[src/rtl/sram_piso.sv]
// rtl/sram_piso.sv - parallel-in serial-out shifter for SRAM read words
//
// Captures a COLS-wide word on a valid/ready load handshake and presents it
// one bit per accepted shift on serial_out, with frame markers so a SIPO can
// be driven directly (serial_in=serial_out, shift=serial_valid&shift_en,
// load=done).
//
// Ports:
//   clk          rising-edge clock
//   arst_n       asynchronous active-low reset
//   parallel_in  word to serialize, sampled on load handshake
//   load_valid   parallel_in is valid
//   load_ready   block can accept a word (IDLE only)
//   shift_en     downstream consumes the presented bit this cycle
//   abort        synchronous frame cancel, highest priority
//   serial_out   current bit, straight from the shift register output end
//   serial_valid serial_out carries a frame bit
//   serial_first first bit of the frame is presented
//   serial_last  last bit of the frame is presented
//   done         one-cycle pulse after the last bit is consumed
//   busy         frame in progress (same as serial_valid)
module sram_piso #(
  parameter int COLS      = 8,
  parameter bit MSB_FIRST = 1'b1
) (
  input  logic            clk,
  input  logic            arst_n,
  input  logic [COLS-1:0] parallel_in,
  input  logic            load_valid,
  output logic            load_ready,
  input  logic            shift_en,
  input  logic            abort,
  output logic            serial_out,
  output logic            serial_valid,
  output logic            serial_first,
  output logic            serial_last,
  output logic            done,
  output logic            busy
);

  localparam int CNT_W = $clog2(COLS);
  localparam logic [CNT_W-1:0] LAST = CNT_W'(COLS - 1);

  typedef enum logic {
    IDLE  = 1'b0,
    SHIFT = 1'b1
  } state_t;

  state_t            state_q, state_d;
  logic [COLS-1:0]   shreg_q, shreg_d;
  logic [CNT_W-1:0]  cnt_q, cnt_d;
  logic              done_q, done_d;
  logic [COLS-1:0]   shreg_shifted;

  // Move the next bit to the output end, zero fill behind it.
  assign shreg_shifted = MSB_FIRST ? {shreg_q[COLS-2:0], 1'b0}
                                   : {1'b0, shreg_q[COLS-1:1]};

  always_ff @(posedge clk or negedge arst_n) begin
    if (!arst_n) begin
      state_q <= IDLE;
      shreg_q <= '0;
      cnt_q   <= '0;
      done_q  <= 1'b0;
    end else begin
      state_q <= state_d;
      shreg_q <= shreg_d;
      cnt_q   <= cnt_d;
      done_q  <= done_d;
    end
  end

  always_comb begin
    state_d = state_q;
    shreg_d = shreg_q;
    cnt_d   = cnt_q;
    done_d  = 1'b0;
    if (abort) begin
      state_d = IDLE;
      shreg_d = '0;
      cnt_d   = '0;
    end else begin
      case (state_q)
        IDLE: begin
          if (load_valid) begin
            shreg_d = parallel_in;
            cnt_d   = '0;
            state_d = SHIFT;
          end
        end
        SHIFT: begin
          if (shift_en) begin
            // Shifting on the final bit too leaves the register zero, so
            // serial_out idles low between frames.
            shreg_d = shreg_shifted;
            if (cnt_q == LAST) begin
              state_d = IDLE;
              cnt_d   = '0;
              done_d  = 1'b1;
            end else begin
              cnt_d = cnt_q + 1'b1;
            end
          end
        end
        default: begin
          state_d = IDLE;
          shreg_d = '0;
          cnt_d   = '0;
        end
      endcase
    end
  end

  assign serial_out   = MSB_FIRST ? shreg_q[COLS-1] : shreg_q[0];
  assign serial_valid = (state_q == SHIFT);
  assign busy         = serial_valid;
  assign load_ready   = (state_q == IDLE);
  assign serial_first = serial_valid && (cnt_q == '0);
  assign serial_last  = serial_valid && (cnt_q == LAST);
  assign done         = done_q;

endmodule

[config.mk]
export PLATFORM = sky130hd
export DESIGN_NAME = sram_piso
export DESIGN_NICKNAME = d
export VERILOG_FILES = /design/src/rtl/sram_piso.sv
export SDC_FILE = /design/constraint.sdc
export NUM_CORES = 1
export LEC_CHECK = 0
export ABC_AREA = 1
export BUFFER_PORTS_ARGS = -buffer_cell sky130_fd_sc_hd__buf_2
export CELL_PAD_IN_SITES_DETAIL_PLACEMENT = 0
export CELL_PAD_IN_SITES_GLOBAL_PLACEMENT = 2
export CORE_ASPECT_RATIO = 1.1
export CORE_UTILIZATION = 28
export CTS_BUF_LIST = sky130_fd_sc_hd__clkbuf_8
export DETAILED_ROUTE_END_ITERATION = 6
export MAX_ROUTING_LAYER = met4
export PLACE_DENSITY = 0.74
export SYNTH_ARGS = -nofsm -noshare
export SYNTH_HDL_FRONTEND = slang
export SYNTH_SLANG_ARGS = --single-unit
[constraint.sdc]
create_clock -name clk -period 1.4 [get_ports clk]
set_input_delay 0.21 -clock clk [delete_from_list [all_inputs] [get_ports clk]]
set_output_delay 0.21 -clock clk [all_outputs]
set_load 0.01 [all_outputs]
=== Word-level counts from Yosys, hierarchy flattened ===
Cells that the tools add are included.

* Bits in registers: 13
* Bits of input ports: 13

* Add/sub/neg operators: 1
* Equality and inequality tests: 3
* Mux-type cells: 18
* Bitwise gates (word level): 1
* Reductions and logical operators: 4

{| class="wikitable"
|+ Operators by type and width
! kind !! count
|-
| $mux W8 || 3
|-
| $pmux W8 S2 || 1
|-
| $mux W3 || 4
|-
| $mux W1 || 8
|-
| $pmux W3 S2 || 1
|-
| $add A3 B1 Y3 const B || 1
|-
| $eq A3 B3 Y1 const B || 1
|-
| $logic_not A3 Y1 || 1
|-
| $ne A3 B2 Y1 const B || 1
|-
| $ne A3 B3 Y1 const B || 1
|-
| $logic_and A1 B1 Y1 || 2
|-
| $pmux W1 S2 || 1
|-
| $reduce_and A2 Y1 || 1
|-
| $not A1 Y1 || 1
|}

=== Depth between registers and ports, before layout ===
* Depth after elaboration: 5
* Gate-level depth with buffers: 7
* Mapped depth without buffers: 7

=== Least setup slack after synthesis ===
Ideal clock, no wire load.

* Path kind: register to register
* Start: register cnt_q[0]
* End: register state_q, in the netlist busy
* Library setup time: 71 ps
* Arrival: 1075 ps
* Setup slack: 254 ps
* Cell stages (with the launch flop): 8
* Cell sequence: dfrtp_1 > ha_1 > ha_1 > nand2_1 > inv_1 > nand2_1 > nand2_1 > nor2_1

* Cells in the longest elaborated chain, start to end: 5

{| class="wikitable"
|+ RTL lines
! what !! line !! text
|-
| start: declaration || 51 || <nowiki>logic [CNT_W-1:0] cnt_q, cnt_d;</nowiki>
|-
| start signal: assignment || 68 || <nowiki>cnt_q <= cnt_d;</nowiki>
|-
| $eq A3 B3 Y1 || 96 || <nowiki>if (cnt_q == LAST) begin</nowiki>
|-
| $mux W1 || 96 ||
|-
| $mux W1 || 92 || <nowiki>if (shift_en) begin</nowiki>
|-
| $pmux W1 S2 || 83 || <nowiki>case (state_q)</nowiki>
|-
| $mux W1 || 78 || <nowiki>if (abort) begin</nowiki>
|-
| via state_d || 49 || <nowiki>state_t state_q, state_d;</nowiki>
|-
| end signal: assignment || 66 || <nowiki>state_q <= state_d;</nowiki>
|-
| end: declaration || 49 ||
|}

The timed path passes the listed nets, and every way through them passes these cells.
A chain may end at the register's enable or synchronous reset.

=== Worst setup path in the final report ===
* Start: register cnt_q[0]
* End: output port serial_last

* Cells in the longest elaborated chain, start to end: 2

{| class="wikitable"
|+ RTL lines
! what !! line !! text
|-
| $eq A3 B3 Y1 || 119 || <nowiki>assign serial_last = serial_valid && (cnt_q == LAST);</nowiki>
|-
| $logic_and A1 B1 Y1 || 119 ||
|-
| end: declaration || 36 || <nowiki>output logic serial_last,</nowiki>
|}

Every way passes these cells.

==> flow_summary_export.csv <==
group,metric,value,unit
synthesis,syn_nets,110,
power_and_ir_drop,power.internal,0.000661,W
synthesis,synth_seq_cells,13,
power_and_ir_drop,pwr-share-comb,0.168,
power_and_ir_drop,p_leak,0.553,nW
die,die_w,49.7,microns
synthesis,synth_cell_type_count,12,
synthesis,yosysTopAreaCellShare,0.463,
run_status,status,"finished, violations left",
global_routing,overflow,0,
timing,hold_viol_final,0,
die,rows,18,
critical_path,start_kind,"register",
cts,clk_path_buf_depth,2,
cts,cts_root_buffer,"clkbuf_8",
synthesis,yosys.area.top_type,"dfrtp_1",
cts,clk_pin_slew,0.05,ns
die,dieHeight,54.5,microns
cts,cts-buffers-inserted,3,
synthesis,yosysSeqAreaShare,0.463,
critical_path,worst-path-max-fanout,2,
synthesis,synth_area,702,sq um
detailed_routing,ant_nets,0,
detailed_routing,drc_errors,0,
timing,worst_slack,-0.0123,ns
synthesis,postSynthAreaPerCell,7.47,sq um
critical_path,startpoint,"cnt_q[0]$_DFFE_PN0P_",
critical_path,path_cells,"ha_2, ha_4, nand2_2, inv_2, buf_6",
final_layout,post-route-util,0.424,
power_and_ir_drop,switching_share,0.268,
cts,clkSinkCount,13,
critical_path,rrSetupSlack,0.17,ns
die,initial_core_util,0.306,
global_routing,track_usage,0.164,
timing,period_share,1.01,
global_routing,grt_max_degree,14,
synthesis,synthTopCellsByArea,"dfrtp_1, nand2_1, nand3_1, ha_1, nor2_1",
timing,fin_crit,1.41,ns
cts,htree_levels,1,
timing,fin_skew,0.00356,ns
timing,rsz0062_at_grt,"yes",
placement,place_congestion,0.720,
detailed_routing,vias_per_cell,4.55,
placement,io_buffers,19,
critical_path,crit_path_max_incr_delay,0.40,ns
global_routing,antenna_found_initial,0,
detailed_routing,vias,696,
placement,place_ws,0.136,ns
detailed_routing,drt_iter0_markers,3,
critical_path,critPathKind,"register to primary output",
power_and_ir_drop,pwr-share-seq,0.463,
final_layout,area_growth,38.9,%
synthesis,yosys_warnings,0,
die,die_area,0.00271,sq mm
job,cap_violations,0,
detailed_routing,wire_per_inst,11.6,microns
detailed_routing,firstDrtPassIters,4,
synthesis,synthCells,94,
final_layout,nets,140,
power_and_ir_drop,clockPowerShare,0.369,
cts,clk_latency,0.25,ns
final_layout,layout-drive-gt1-share,0.333,
die,core_region_area,0.00230,sq mm
power_and_ir_drop,switching_power,0.000242,W
critical_path,arrival,1.20,ns
global_routing,grt_pass1_vias,694,
timing,drv_slew,0,
min_path,min_from,"abort",
critical_path,cp-end-kind,"primary output",
final_layout,final_cell_mix,"nand2_1, buf_2, nand3_1",
die,io_pins,20,
critical_path,r2r_start,"busy$_DFF_PN0_",
detailed_routing,routed_wl,1.78,mm
cts,cts_tree,"yes",
final_layout,final_common_cell,"nand2_1",
critical_path,required,1.19,ns
timing,tightest_slew,0.476,ns
critical_path,crit_slowest_cell,"dfrtp_1",
final_layout,antennaDiodeCount,0,
min_path,hold_path.class,"primary input to register",
timing,fmax,0.708,GHz
placement,hpwl,1.27,mm
power_and_ir_drop,max-vdd-ir-drop,0.000506,V
global_routing,grt_first_pass_wirelength,3.04,mm
timing,setup_violations,2,
timing,slew_headroom,0.682,
run_status,violations,"negative setup slack",
power_and_ir_drop,power_density,927,mW/mm^2
cell type report:
class	count	area, sq um
Fill cell	274	1320
Inverter	5	21.3
Clock buffer	3	41.3
Clock inverter	1	3.75
Tap cell	30	37.5
Sequential cell	13	327
Multi-Input combinational cell	72	362
Timing Repair Buffer	29	183
per-stage QoR:
stage          instances  setup TNS (ns)  cell area [sq um]  hold WS, ns  power (W)
2_1_floorplan         94               0                702      -0.0856   0.000497
3_3_place_gp         147               0                866        0.129   0.000568
3_5_place_dp         147               0                866        0.124   0.000568
4_1_cts              153         -0.0915                947        0.185   0.000919
5_1_grt              153          -0.138                975        0.196   0.000964
6_report             153         -0.0210                975        0.185   0.000903
cells by family (layout without fill, tap and decap cells):
logic type,count (synthesis),in the layout,share of synthesized area
buffers and inverters,9,38,0.0677
adder cells (fa/ha/maj),3,3,0.0535
AND/OR/NAND/NOR,69,69,0.415
flip-flops,13,13,0.463
power by group through the flow:
stage                     Clock (W)  Sequential (W)  Combinational (W)
after floorplan                   0        0.000422          0.0000744
after global placement            0        0.000423           0.000145
after detailed placement          0        0.000424           0.000143
after CTS                  0.000352        0.000417           0.000150
after global routing       0.000372        0.000421           0.000171
final                      0.000334        0.000418           0.000152
final timing paths:
kind,endpoint,depth (start not counted)
worst max-delay path,serial_last,5
min in group asynchronous,cnt_q[1]$_DFFE_PN0P_,2
worst min register to register,shreg_q[7]$_DFFE_PN0P_,2
worst min-delay path,done$_DFF_PN0_,2
worst max register to register,shreg_q[1]$_DFFE_PN0P_,5
max in group asynchronous,busy$_DFF_PN0_,2
cell usage after synthesis (all sizes together):
cell / n
ha: 3
dfrtp: 13
nor2: 8
nand4: 4
nand3: 14
nand2: 43
buf: 4
inv: 5
flip-flops by register name (all words and copies together), names as in the netlist:
signal	count
shreg_q	8
cnt_q	3
busy	1
done	1
worst max-delay path, delay by kind of cell (launching register included):
family	cells	cell delay [ns]
buffers and inverters	2	0.15
DFF	1	0.40
adders and majority gates	2	0.37
and+or+nand+nor	1	0.05
what timing repair did:
item                       4_1_cts  5_1_grt
hold buffers                     1        0
hold endpoints to repair        13        0
resized for setup                4        9
pin swaps                        2        3
buffers inserted                 1        0
setup endpoints to repair        1        4
gates cloned                     0        0
layer usage:
layer | global-route usage | up-vias | share of wire
met3 | 0.0361 | 5 | 0.042
met5 | - | - | 0
met4 | 0.100 | 0 | 0.025
li1 | - | 359 | -
met2 | 0.257 | 12 | 0.48
met1 | 0.194 | 320 | 0.45
(Power assumes the default switching activity.)
